--- config.mk ---
export PLATFORM = sky130hd
export DESIGN_NAME = matmul_sequencer_flat
export DESIGN_NICKNAME = d
export VERILOG_FILES = /design/src/rtl/matmul_sequencer_pkg.sv /design/src/rtl/matmul_sequencer_if.sv /design/src/rtl/mm_index_counter.sv /design/src/rtl/matmul_sequencer.sv /design/src/flat_wrapper.sv
export SDC_FILE = /design/constraint.sdc
export NUM_CORES = 1
export LEC_CHECK = 0
export ABC_CLOCK_PERIOD_IN_PS = 2100
export CORE_MARGIN = 3
export CORE_UTILIZATION = 48
export DETAILED_ROUTE_END_ITERATION = 6
export PLACE_DENSITY = 0.76
export SYNTH_ARGS = -nofsm -noshare
export SYNTH_HDL_FRONTEND = slang
export SYNTH_HIERARCHICAL = 1
export SYNTH_SLANG_ARGS = --single-unit
--- constraint.sdc ---
create_clock -name clk -period 2.1 [get_ports clk]
set_input_delay 0.21 -clock clk [delete_from_list [all_inputs] [get_ports clk]]
set_output_delay 0.21 -clock clk [all_outputs]
set_load 0.02 [all_outputs]
--- src/rtl/matmul_sequencer_pkg.sv ---
// Shared constants, state encoding and width helper for the matmul sequencer.
package matmul_sequencer_pkg;

    localparam int DEF_ADDR_BITS = 4;
    localparam int MAT_N         = 4;
    localparam int DRAIN_CYCLES  = 2;

    typedef enum logic [1:0] {
        ST_IDLE  = 2'd0,
        ST_RUN   = 2'd1,
        ST_DRAIN = 2'd2,
        ST_DONE  = 2'd3
    } state_t;

    function automatic int idx_width(input int n);
        return (n > 1) ? $clog2(n) : 1;
    endfunction

endpackage

--- src/rtl/matmul_sequencer_if.sv ---
// Start/done handshake plus memory address and MAC control bundle.
interface matmul_sequencer_if #(
    parameter int ADDR_BITS = matmul_sequencer_pkg::DEF_ADDR_BITS
);
    logic                 start;
    logic                 busy;
    logic                 done;
    logic [ADDR_BITS-1:0] Dir_M1;
    logic [ADDR_BITS-1:0] Dir_M2;
    logic                 mac_en;
    logic                 mac_first;
    logic                 res_we;
    logic [ADDR_BITS-1:0] Dir_R;

    modport slave (
        input  start,
        output busy, done, Dir_M1, Dir_M2, mac_en, mac_first, res_we, Dir_R
    );

    modport master (
        output start,
        input  busy, done, Dir_M1, Dir_M2, mac_en, mac_first, res_we, Dir_R
    );
endinterface

--- src/rtl/mm_index_counter.sv ---
// Nested i/j/k index counter, k innermost; all indices wrap N-1 -> 0 with carry.
module mm_index_counter
    import matmul_sequencer_pkg::*;
#(
    parameter int N = MAT_N,
    localparam int CW = idx_width(N)
) (
    input  logic          clk,
    input  logic          rst,
    input  logic          en,
    output logic [CW-1:0] i,
    output logic [CW-1:0] j,
    output logic [CW-1:0] k,
    output logic          k_first,
    output logic          k_last,
    output logic          last
);
    localparam logic [CW-1:0] MAX = CW'(N - 1);

    assign k_first = (k == '0);
    assign k_last  = (k == MAX);
    assign last    = k_last && (j == MAX) && (i == MAX);

    // advance k each enabled cycle, carrying into j then i; the last triple wraps to 0
    always_ff @(posedge clk or negedge rst) begin
        if (!rst) begin
            i <= '0;
            j <= '0;
            k <= '0;
        end else if (en) begin
            if (k_last) begin
                k <= '0;
                if (j == MAX) begin
                    j <= '0;
                    i <= (i == MAX) ? '0 : i + 1'b1;
                end else begin
                    j <= j + 1'b1;
                end
            end else begin
                k <= k + 1'b1;
            end
        end
    end
endmodule

--- src/rtl/matmul_sequencer.sv ---
// Sequences one N x N matrix multiply: operand addresses, MAC controls, result writes.
//
//  state    | meaning
//  ---------+--------------------------------------------------------
//  ST_IDLE  | waiting for start, all outputs quiet
//  ST_RUN   | one (i,j,k) operand address pair per cycle, N^3 cycles
//  ST_DRAIN | two cycles letting the MAC and write pipe empty
//  ST_DONE  | one-cycle done pulse, then back to idle
module matmul_sequencer
    import matmul_sequencer_pkg::*;
#(
    parameter int N         = MAT_N,
    parameter int ADDR_BITS = DEF_ADDR_BITS
) (
    input logic               clk,
    input logic               rst,
    matmul_sequencer_if.slave bus
);
    localparam int                   CW  = idx_width(N);
    localparam logic [ADDR_BITS-1:0] N_A = ADDR_BITS'(N);

    state_t               state_q, state_d;
    logic [1:0]           drain_cnt;
    logic                 run;
    logic [CW-1:0]        i, j, k;
    logic                 k_first, k_last, last;
    logic [ADDR_BITS-1:0] addr_m1, addr_m2, addr_r;
    logic                 en_d1, first_d1, we_d1, we_d2;
    logic [ADDR_BITS-1:0] r_d1, r_d2;

    assign run = (state_q == ST_RUN);

    mm_index_counter #(.N(N)) u_idx (
        .clk     (clk),
        .rst     (rst),
        .en      (run),
        .i       (i),
        .j       (j),
        .k       (k),
        .k_first (k_first),
        .k_last  (k_last),
        .last    (last)
    );

    assign addr_m1 = ADDR_BITS'(i) * N_A + ADDR_BITS'(k);
    assign addr_m2 = ADDR_BITS'(k) * N_A + ADDR_BITS'(j);
    assign addr_r  = ADDR_BITS'(i) * N_A + ADDR_BITS'(j);

    // state register
    always_ff @(posedge clk or negedge rst) begin
        if (!rst) state_q <= ST_IDLE;
        else      state_q <= state_d;
    end

    // drain timer: loaded on the final RUN edge, counts down to terminal count 0
    always_ff @(posedge clk or negedge rst) begin
        if (!rst)                drain_cnt <= '0;
        else if (run && last)    drain_cnt <= 2'(DRAIN_CYCLES - 1);
        else if (drain_cnt != 0) drain_cnt <= drain_cnt - 1'b1;
    end

    // next-state logic
    always_comb begin
        state_d = state_q;
        case (state_q)
            ST_IDLE:  if (bus.start)       state_d = ST_RUN;
            ST_RUN:   if (last)            state_d = ST_DRAIN;
            ST_DRAIN: if (drain_cnt == '0) state_d = ST_DONE;
            ST_DONE:                       state_d = ST_IDLE;
            default:                       state_d = ST_IDLE;
        endcase
    end

    // two-stage delay pipe matching the 1-cycle memory read and the MAC update
    always_ff @(posedge clk or negedge rst) begin
        if (!rst) begin
            en_d1    <= 1'b0;
            first_d1 <= 1'b0;
            we_d1    <= 1'b0;
            we_d2    <= 1'b0;
            r_d1     <= '0;
            r_d2     <= '0;
        end else begin
            en_d1    <= run;
            first_d1 <= run && k_first;
            we_d1    <= run && k_last;
            we_d2    <= we_d1;
            r_d1     <= run ? addr_r : '0;
            r_d2     <= r_d1;
        end
    end

    assign bus.busy      = run || (state_q == ST_DRAIN);
    assign bus.done      = (state_q == ST_DONE);
    assign bus.Dir_M1    = run ? addr_m1 : '0;
    assign bus.Dir_M2    = run ? addr_m2 : '0;
    assign bus.mac_en    = en_d1;
    assign bus.mac_first = first_d1;
    assign bus.res_we    = we_d2;
    assign bus.Dir_R     = r_d2;
endmodule

--- src/flat_wrapper.sv ---
// flat-port wrapper written by rule: the top's interface ports become plain ports
module matmul_sequencer_flat import matmul_sequencer_pkg::*;
#(
    parameter int N         = MAT_N,
    parameter int ADDR_BITS = DEF_ADDR_BITS
)
  (clk, rst, bus_start, bus_busy, bus_done, bus_Dir_M1, bus_Dir_M2, bus_mac_en, bus_mac_first, bus_res_we, bus_Dir_R);
  matmul_sequencer_if #(.ADDR_BITS(ADDR_BITS)) bus_i ();
  input logic clk;
  input logic rst;
  input wire logic [$bits(bus_i.start)-1:0] bus_start;
  output wire logic [$bits(bus_i.busy)-1:0] bus_busy;
  output wire logic [$bits(bus_i.done)-1:0] bus_done;
  output wire logic [$bits(bus_i.Dir_M1)-1:0] bus_Dir_M1;
  output wire logic [$bits(bus_i.Dir_M2)-1:0] bus_Dir_M2;
  output wire logic [$bits(bus_i.mac_en)-1:0] bus_mac_en;
  output wire logic [$bits(bus_i.mac_first)-1:0] bus_mac_first;
  output wire logic [$bits(bus_i.res_we)-1:0] bus_res_we;
  output wire logic [$bits(bus_i.Dir_R)-1:0] bus_Dir_R;
  assign bus_i.start = bus_start;
  assign bus_busy = bus_i.busy;
  assign bus_done = bus_i.done;
  assign bus_Dir_M1 = bus_i.Dir_M1;
  assign bus_Dir_M2 = bus_i.Dir_M2;
  assign bus_mac_en = bus_i.mac_en;
  assign bus_mac_first = bus_i.mac_first;
  assign bus_res_we = bus_i.res_we;
  assign bus_Dir_R = bus_i.Dir_R;
  matmul_sequencer #(.N(N), .ADDR_BITS(ADDR_BITS)) u_core (.clk(clk), .rst(rst), .bus(bus_i));
endmodule
# After elaboration in Yosys (flattened, before gate mapping)
# Index checks and enable logic that the tools add are counted.
# totals
out_inout_bits	17
elab_cells	53
regBits	22
input_bits	3
# op_classes
mux	12
addsub	7
eq_ne	9
reduce_logical	14
# ops
op	count
two-way mux 2 bit	8
adder 4 x 2 -> 4 bit	3
two-way mux 4 bit	3
== test 2 bit, second input constant	5
one-hot mux 2 bit (4 select lines)	1
adder 2 x 1 -> 2 bit, second input constant	3
zero test 2 bit	3
AND reduction 3 bit	2
logical AND 1 bit	5
inequality test 2 bit, second input constant	2
nonzero test 2 bit	2
== test 2 x 1 -> 1 bit, second input constant	1
inequality test 2 x 1 -> 1 bit, second input constant	1
AND reduction 2 bit	1
subtractor 2 x 1 -> 2 bit, second input constant	1
logical OR 1 bit	1

# Logic depth before layout (Yosys ltp)
# depth
depth_word	5
ltp_mapped	5
mapped_depth_nobuf	5

# Modules after synthesis
# Netlist, hierarchy kept.
# modules_own_cells
mod	seq_area_each_um2	n_inst	area_each_um2	cells_each
matmul_sequencer	400.4	1	635.6	50
mm_index_counter	150.1	1	297.8	25

# Worst setup path before layout
# OpenSTA, ideal clock, no wires.
# synth_path
path_kind	register to register
from	register u_core.u_idx.k[0]
to	register u_core.state_q[1]
arrival_ps	1554
t_required_ps	1972
synth_period_minus_slack_ps	1682
slack_ps	418
setup_time_ps	128
path_stages_with_launch	6
path_buffers	0
path_cell_list	dfrtp_1 -> ha_1 -> and3_1 -> inv_1 -> a222oi_1 -> mux2_1
# synth_between
elab_chain_cells	5
# synth_lines
item	line_no	source
start, declared	mm_index_counter.sv:13	output logic [CW-1:0] k,
start signal, assigned	mm_index_counter.sv:40	k <= k + 1'b1;
== test 2 bit	mm_index_counter.sv:21	assign k_last = (k == MAX);
via u_core.k_last	matmul_sequencer.sv:26	logic k_first, k_last, last;
logical AND 1 bit (2 in a row)	mm_index_counter.sv:22	assign last = k_last && (j == MAX) && (i == MAX);
via u_core.last	matmul_sequencer.sv:26	
inequality test 2 bit (no line)	-	
AND reduction 3 bit (no line)	-	
end signal, assigned	matmul_sequencer.sv:52	else state_q <= state_d;
end, declared	matmul_sequencer.sv:22	state_t state_q, state_d;
# The timed path passes the listed nets, and every way through them passes these cells.
# A chain may end at the register's enable or synchronous reset.

# Worst setup path in the final report
# layout_path
from	register u_core.state_q[0]
to	output port bus_busy
# layout_between
elab_chain_cells	2
word_cells_on_any_way	3
cone_classes	eq/ne (2); reduce/logical (1)
# layout_lines
item	line_no	source
== test 2 x 1 -> 1 bit / == test 2 bit (equally long branches)	matmul_sequencer.sv:31, matmul_sequencer.sv:93	
logical OR 1 bit (*)	matmul_sequencer.sv:93	assign bus.busy = run || (state_q == ST_DRAIN);
end, declared	flat_wrapper.sv:12	output wire logic [$bits(bus_i.busy)-1:0] bus_busy;
# Mark *: on every way between the ends. The rest lies on a longest branch, timed or not.

==> results <==
- The run finished with clean final reports.
- Synthesis instantiated 18 different standard cells from the library.
- The worst relative slew slack is 68.8%.
- On the worst path, the slowest cell contributes a delay of around 600 ps.
- Each instance of the synthesized netlist takes up on average 12.4 um2.
- The critical path capture point type is an output port.
- The synthesized instance count is 75.
- The clock insertion delay at the later pin of the skew report is 300 ps.
- In this run the number of H-tree levels came out at 1.
- The final antenna diode count is 0.
- In this run the power density over the cells is 509 nW/um2.
- In this run the static leakage power is 0.623 nW.
- The final route contains between 500 and 600 vias.
- Between clock sinks in the finished design, the worst skew comes to 7.11 ps.
- Among cell families on the critical path, the largest total delay comes from buffers and inverters.
- For this run, the number of Yosys warnings is 6.
- The maximum vdd drop is 358 uV.
- In this run the clock root is driven by a sky130_fd_sc_hd__clkbuf_4.
- The number of global-route vias before repair is roughly 600.
- Max-cap violations in this run came to 0.
- For this block, the routed nets add up to 1440 um of wire.
- The slew at the pin closest to its max-slew limit is 468 ps.
- After layout, the worst path uses between 90 and 100% of the clock period.
- The final weighted congestion in routability-driven placement is 0.693.
- The die is roughly 50 um wide.
- The depth of the worst register-to-register path is 5.
- In the final layout, the share of cells above drive strength 1 is 10.4%.
- The critical path launch point is u_core/state_q[0].
- The pre-CTS worst setup slack is between 100 and 150 ps.
- The wire length of the first global-routing pass is around 2500 um.
- The number of ports placed on the die boundary is 20.
- The count of final max-slew check failures was 0.
- Together, buffers and inverters on the worst path number 2.
- Synthesis inferred 22 register bits.
- The number of hold-repair buffers added at the cts stage is 0.
- The count of endpoints failing hold in the final timing report is 0.
- The number of setup buffers added after CTS is 0.
- After floorplanning, the core was sized to cover 1780 um2.
- The detailed placement HPWL is between 1000 and 1500 um.
- The per-cell via count in the routed design is ~4.8.
- Counting along the longest clock path gives a buffer depth of 2.
- The number of nets in the final layout is around 110.
- Across all setup checks in the final design, the least slack found is ~100 ps.
- The synthesis-to-layout area growth is 29.2%.
- The classification of the worst setup path is reg2out.
- The path class of the tightest hold or removal check is in2async.
- In this run the worst path has a maximum fanout of 4.
- Summed over all layers, the global routing overflow is 0.
- Summing every instance area after synthesis gives 933 um2.
- The sequential-to-total area share from yosys stat is 59.0%.
- The worst endpoint required time is 1890 ps.
- Counting I/O delays and the setup requirement, the final critical path takes 2000 ps.
- After clock tree synthesis, the clock-pin slew on the worst setup and hold paths is roughly 110 ps.
- The post-detailed-route count of antenna-violating nets is 0.
- In this run, post-CTS repair resized a total of 2 instances.
- The tightest hold path in the finished design has a slack of 243 ps.
- Clock tree synthesis inserted a total of 3 buffers.
- Setup repair after global routing left no endpoint under its margin.
- Measured along the y axis, the die boundary spans between 50 and 60 um.
- In this run, the number of DRC markers left after iteration 0 of detailed routing was 4.
- Traced cell by cell, the critical path runs through inv_1, ha_1, clkdlybuf4s50_1.
- Port buffering added 19 buffers.
- In this run the core area contains 15 standard-cell rows.
- The initial antenna violation count was 0.
- The sequential cell area is about 550 um2.
- The starting density of the core is 52.4%.
- The overall die area is approximately 2500 um2.
- The footprint of the multi-input gates is 343 um2.
- The worst setup path is launched from a flip-flop.
- For this run, design rule violations remaining after detail routing come to 0.
- The endpoint identified for the worst register-to-register timing path is u_core/state_q[1].
- The final-layout fill cell count is ~140.
- Clock tree synthesis found a total of 22 sinks.
- The combined global-route utilization of all metal layers is between 10% and 20%.
- Setup violations remaining at the end of the flow were counted as 0.
- TritonCTS built the clock tree.
- The cell with the biggest individual delay on the critical path is sky130_fd_sc_hd__clkdlybuf4s50_1.
- The reg-to-reg startpoint is u_core/u_idx/k[0].
- The aggregate negative setup slack is 0 ps.
- The per-cell routed wire length is between 10 and 15 um.
- The first detailed-routing pass ran for 4 iterations.
- At the worst endpoint, the arrival time is between 1500 and 2000 ps.
- The post-synth net total is 88.
- The largest net degree at the start of global routing is 23.
- For this run, the top clock speed supported by timing is 0.500 GHz.
- The setup check on the worst reg-to-reg path leaves a slack of 220 ps.
-- synth_stat cells --
cell type	instances	area (um2)
sky130_fd_sc_hd__mux2_2	4	45.0
sky130_fd_sc_hd__a21oi_1	2	10.0
sky130_fd_sc_hd__or3b_1	1	8.76
sky130_fd_sc_hd__ha_1	10	125
sky130_fd_sc_hd__nand3_1	1	5.00
sky130_fd_sc_hd__and3_1	1	6.26
sky130_fd_sc_hd__a222oi_1	1	10.0
sky130_fd_sc_hd__and2_1	8	50.1
sky130_fd_sc_hd__inv_1	9	33.8
sky130_fd_sc_hd__mux2i_1	1	10.0
sky130_fd_sc_hd__mux2_1	1	11.3
sky130_fd_sc_hd__nand2_1	4	15.0
sky130_fd_sc_hd__o21ai_0	2	10.0
sky130_fd_sc_hd__dfrtp_1	22	551
sky130_fd_sc_hd__nor2_1	4	15.0
sky130_fd_sc_hd__xor2_1	1	8.76
sky130_fd_sc_hd__clkbuf_1	1	3.75
sky130_fd_sc_hd__buf_4	2	15.0
-- per-stage QoR --
step | utilization [%] | instances | instance area (um2) | power (mW)
6_report | 67.6 | 121 | 1210 | 0.614
4_1_cts | 66.5 | 121 | 1190 | 0.622
3_3_place_gp | 64.6 | 118 | 1150 | 0.445
3_5_place_dp | 64.6 | 118 | 1150 | 0.445
5_1_grt | 67.6 | 121 | 1210 | 0.641
2_1_floorplan | - | 75 | 933 | 0.432
-- power breakdown --
| group | internal [mW] | total (mW) | switching [mW] | leakage (nW) |
|---|---|---|---|---|
| Sequential | 0.423 | 0.423 | 0 | 0.249 |
| Clock | 0.0668 | 0.178 | 0.111 | 0.0138 |
| Combinational | 0.00459 | 0.0127 | 0.00815 | 0.361 |
| Total | 0.495 | 0.614 | 0.120 | 0.623 |
-- routing by layer --
metal  up-vias  wire [um]  global-route usage, %
met5         -          0                      0
met3         4         67                   3.63
met2        18        724                   23.0
met1       272        616                   14.8
met4         0         36                   8.29
li1        282          -                      -
-- registers in the layout, indices dropped and copies added, names as in the netlist --
| signal | cells |
|---|---|
| u_core/we_d1 | 1 |
| u_core/bus.mac_first | 1 |
| u_core/bus.Dir_R | 4 |
| u_core/u_idx/k | 2 |
| u_core/drain_cnt | 2 |
| u_core/bus.mac_en | 1 |
| u_core/r_d1 | 4 |
| u_core/u_idx/i | 2 |
| u_core/state_q | 2 |
| u_core/u_idx/j | 2 |
| u_core/bus.res_we | 1 |
-- worst reg2reg max path, stage by stage (launching register included) --
cell and delay (ps):
sky130_fd_sc_hd__dfrtp_1 400, sky130_fd_sc_hd__ha_1 230, sky130_fd_sc_hd__and3_1 240, sky130_fd_sc_hd__inv_1 60, sky130_fd_sc_hd__a222oi_1 480, sky130_fd_sc_hd__mux2_1 370
-- worst max-delay path by stage --
stage                                   end  slack, ps  cells past startpoint
after floorplan           u_core/state_q[1]        420                      5
final                              bus_busy        100                      3
after global routing               bus_busy         40                      3
after detailed placement      bus_Dir_M1[3]        150                      4
after CTS                     bus_Dir_M2[2]          7                      4
after global placement        bus_Dir_M2[1]        200                      4
-- placed cells by master (no fill, tap or decap) --
master and count:
sky130_fd_sc_hd__nand2_1 4, sky130_fd_sc_hd__buf_4 2, sky130_fd_sc_hd__mux2_1 1, sky130_fd_sc_hd__and2_1 8
sky130_fd_sc_hd__dlymetal6s2s_1 8, sky130_fd_sc_hd__o21ai_0 2, sky130_fd_sc_hd__nand3_1 1, sky130_fd_sc_hd__xor2_1 1
sky130_fd_sc_hd__ha_4 1, sky130_fd_sc_hd__nor2_1 4, sky130_fd_sc_hd__a222oi_1 1, sky130_fd_sc_hd__mux2_2 4
sky130_fd_sc_hd__clkdlybuf4s50_1 11, sky130_fd_sc_hd__or3b_1 1, sky130_fd_sc_hd__dfrtp_1 22, sky130_fd_sc_hd__clkbuf_4 3
sky130_fd_sc_hd__inv_1 9, sky130_fd_sc_hd__mux2i_1 1, sky130_fd_sc_hd__ha_1 9, sky130_fd_sc_hd__and3_1 1
sky130_fd_sc_hd__a21oi_1 2
-- layout make-up --
type,instances,area share [%]
clock buffers,3,1.87
inverters,9,2.80
multi-input cells,41,28.4
flip-flops and latches,22,45.6
well taps,25,2.59
repair buffers,21,18.7
-- kinds of logic (layout without fill, tap and decap cells) --
group           Yosys count  count (layout)  synth area share (%)
fa+ha+maj                10              10                  13.4
simple gates             19              19                  10.7
flops                    22              22                  59.0
buf+inv                  12              33                  5.63
xor+xnor                  1               1                 0.939
compound gates            5               5                  3.22
mux                       6               6                  7.10
Power figures use the tool's default switching activity.
==> variant 1, RTL diff (same settings) <==
Re-encode `state_t` (4 states) as one-hot, 4 bits wide.
--- a/src/rtl/matmul_sequencer_pkg.sv
+++ b/src/rtl/matmul_sequencer_pkg.sv
@@ -5,11 +5,11 @@
     localparam int MAT_N         = 4;
     localparam int DRAIN_CYCLES  = 2;
 
-    typedef enum logic [1:0] {
-        ST_IDLE  = 2'd0,
-        ST_RUN   = 2'd1,
-        ST_DRAIN = 2'd2,
-        ST_DONE  = 2'd3
+    typedef enum logic [3:0] {
+        ST_IDLE  = 4'b0001,
+        ST_RUN   = 4'b0010,
+        ST_DRAIN = 4'b0100,
+        ST_DONE  = 4'b1000
     } state_t;
 
     function automatic int idx_width(input int n);
Function: same outputs for any inputs over 10 cycles, from zero or initial values and one cycle with rst low; not proved beyond that.
==> variant 1 against the original RTL <==
Core utilization decreased by 3.5 points. Sequential share of layout area increased by 0.79 points. Power increased by 9.1%. Worst setup slack better by 0.068 ns. Sequential cell count rose by 2. Final area is 7.5% higher. Wire length is 12% higher. Synthesized area grew 13%. Register-to-register slack gained 0.28 ns. Clock power up 9.6%. Critical endpoint is now bus_Dir_M1[3]. Largest cell class unchanged. Largest power group unchanged.
==> variant 1: results <==
[critical_path]
worst-path-stages = 4
critical_path.max_stage_delay_ns = 0.43
endpoint = bus_Dir_M1[3]
critPathSlowestCell = dfrtp_1
reg2reg_depth = 4

[yosys]
ys_seq_area_frac = 0.572
synthAdderAreaFrac = 0.0595
synth_xor_area_frac = 0.0166
ys_top_cells_by_area = dfrtp_1, ha_1, and2_1, mux2_2, dfstp_2
synth_commonest_cells = dfrtp_1, and2_1, inv_1, ha_1, mux2_2
synth.area.mux_share = 0.0428

[global_route]
grt_pass1_wl_um = 2970
grt_usage = 0.144
grt_pass1_vias = 656
grt_max_degree = 16

[detailed_routing]
drt_iter0_drc = 2
post_drt_wl_per_cell_um = 12.3
dr.pass1.iters = 2
vias = 644

[power_and_ir_drop]
ir_drop_uv = 559
p_leak_nw = 0.603

[sta]
max_freq_ghz = 0.518
whs_ns = 0.230
finClkSkew_ns = 0.00168

[final_layout]
drive_above_1_share = 0.163
sh_seq_area = 0.464
multi_input_area_sq_um = 389
nonClkBufAreaFrac = 0.172
clock_area_frac = 0.0203
nMultiInputCombCells = 46
fillers = 165
nets = 113
register_area_sq_um = 602
num-clock-buffers = 4

[placement]
globalplace.congestion = 0.731
pre_cts_slack_ns = 0.225
place_hpwl_um = 1260

[outcome]
status = complete, no violations

[cts]
clock_sinks = 24
## variant 1: changes by cell type in the layout (fill, tap and decap cells not counted), moves of 2 or more
cell	before	now
a211oi_2	0	2
a21oi_1	2	0
buf_4	2	5
clkdlybuf4s50_1	11	9
dlygate4sd2_1	0	8
dlymetal6s2s_1	8	2
ha_1	9	5
inv_1	9	6
nand3b_1	0	2
nor2_1	4	2
or3b_1	1	3
xnor2_1	0	2
## variant 1: per-stage QoR
stage                     cells  instance area, sq um
final                       131                  1300
after global routing        131                  1300
after CTS                   131                  1290
after detailed placement    127                  1270
after global placement      127                  1270
after floorplan              81                  1050
## variant 1: what timing repair did
item	4_1_cts	5_1_grt
gates cloned	0	0
resized for setup	8	2
endpoints found under the setup margin	8	2
## variant 1: layer usage
layer,wire [um],up-vias,share of wire,GRT usage
li1,-,319,-,-
met1,790,314,0.49,0.199
met2,756,9,0.47,0.229
met3,50,2,0.031,0.0285
met4,18,0,0.011,0.0383
met5,0,-,0,0
==> variant 2, RTL diff (same settings) <==
Made on the original files. Change the package constant `MAT_N` from 4 to 8.
--- a/src/rtl/matmul_sequencer_pkg.sv
+++ b/src/rtl/matmul_sequencer_pkg.sv
@@ -2,7 +2,7 @@
 package matmul_sequencer_pkg;
 
     localparam int DEF_ADDR_BITS = 4;
-    localparam int MAT_N         = 4;
+    localparam int MAT_N         = 8;
     localparam int DRAIN_CYCLES  = 2;
 
     typedef enum logic [1:0] {
Function: changed (a bounded check fails within 4 cycles, from zero or initial values and one cycle with rst low).
==> variant 2 against the original RTL <==
Sequential cell count increased by 3. Final area is 13% higher. Sequential share of layout area up 0.10 points. Synthesized area is 17% higher. Wire length grew 19%. Sequential power rose by 14%. Largest cell class unchanged. Worst setup slack lost 0.0097 ns. Power rose by 14%. Critical endpoint unchanged. First-iteration DRC count grew 130%. Synthesized cell count is 15% higher. Die area up 15%. Critical path type unchanged. Clock skew is 0.0021 ns higher.
==> variant 2: results <==
[final_layout]
nets = 128
drive_above_1_share = 0.144

[yosys]
ys_types = 19
ys_seq_area_frac = 0.571
synthesis.nets = 102
synth_commonest_cells = dfrtp_1, ha_1, and2_1, inv_1, mux2_2
syn_avg_cell_area_sq_um = 12.7
ys_top_cells_by_area = dfrtp_1, ha_1, mux2_2, and2_1, inv_1

[detailed_routing]
drt_iter0_drc = 9
via_per_inst = 4.83
vias = 666
drt_wl_total_um = 1720

[placement]
place_hpwl_um = 1300
globalplace.congestion = 0.773
placedCellCount = 133

[critical_path]
critical_path.max_stage_delay_ns = 0.60
reg2reg_depth = 6
r2r-start = u_core/u_idx/i[0]

[global_route]
grt_pass1_vias = 721
grt_usage = 0.146
grt_max_degree = 26
grt_pass1_wl_um = 2990

[sta]
tightest_slew_ns = 0.397
finClkSkew_ns = 0.00919

[outcome]
status = complete, no violations

[cts]
path_clk_slew_ns = 0.13

[power_and_ir_drop]
ir_drop_uv = 394
-- variant 2: changes by cell type in the layout (fill, tap and decap cells not counted) --
cell,change
dlygate4sd2_1,+8
dlymetal6s2s_1,-8
dfrtp_1,+3
ha_1,+3
mux2_2,+3
buf_4,+2
nor2b_1,+2
and2_1,+1
clkbuf_1,+1
nand3_1,-1
nand3_2,+1
-- variant 2: metrics by stage --
stage / total power, W / hold slack (ns) / setup WS, ns / area (sq um) / util
finish: 0.000698 / 0.247 / 0.0921 / 1370 / 0.663
global route: 0.000734 / 0.253 / 0.0148 / 1370 / 0.663
CTS: 0.000714 / 0.247 / 0.0699 / 1360 / 0.660
detailed placement: 0.000505 / 0.336 / 0.0178 / 1330 / 0.646
global placement: 0.000505 / 0.332 / 0.100 / 1330 / 0.646
floorplan: 0.000491 / -0.0856 / 0.260 / 1100 / -
-- variant 2: how the worst max path moves through the flow --
stage                   endpoint  slack, ns  depth (start not counted)
2_1_floorplan  u_core/state_q[1]       0.26                          6
3_3_place_gp   u_core/state_q[1]       0.10                          5
3_5_place_dp   u_core/state_q[1]       0.02                          5
4_1_cts        u_core/state_q[1]       0.07                          6
5_1_grt                 bus_busy       0.01                          3
6_report                bus_busy       0.09                          3
-- variant 2: where the power goes --
part / switching [W] / internal [W]
Clock: 0.000129 / 0.0000741
Combinational: 0.00000928 / 0.00000458
Sequential: 0 / 0.000481
Total: 0.000138 / 0.000560
-- variant 2: cell families (layout without fill, tap and decap cells) --
family | Yosys count | after routing | synth area share
DFF | 25 | 25 | 0.571
and+or+nand+nor | 22 | 22 | 0.113
adders and majority gates | 13 | 13 | 0.148
buffers and inverters | 11 | 36 | 0.0411
muxes | 9 | 9 | 0.0913
AOI/OAI and AO/OA | 5 | 5 | 0.0274
xor gates and xnor gates | 1 | 1 | 0.00799
-- variant 2: worst max-delay path: cells and delay by family, from the launching register on --
family	cells	cell delay (ns)
adders and majority gates	1	0.31
buffers and inverters	2	0.73
DFF	1	0.46
-- variant 2: area by class of cell --
| cell class | instances | area [sq um] |
|---|---|---|
| inverter | 9 | 33.8 |
| timing repair buffer | 23 | 210 |
| fill | 167 | 694 |
| tap | 27 | 33.8 |
| multi-input combinational | 50 | 438 |
| clock buffer | 4 | 26.3 |
| sequential | 25 | 626 |
-- variant 2: per-layer routing --
| metal | vias up | GRT usage | routed length, um |
|---|---|---|---|
| met5 | - | 0 | 0 |
| met4 | 0 | 0.0894 | 36 |
| met3 | 4 | 0.0277 | 68 |
| met2 | 14 | 0.236 | 863 |
| met1 | 318 | 0.179 | 755 |
| li1 | 330 | - | - |
-- variant 2: repair_timing --
action                                  4_1_cts  5_1_grt
endpoints found under the setup margin        9        1
resized for setup                            10        0
setup buffers                                 0        1
pin swaps                                     0        1
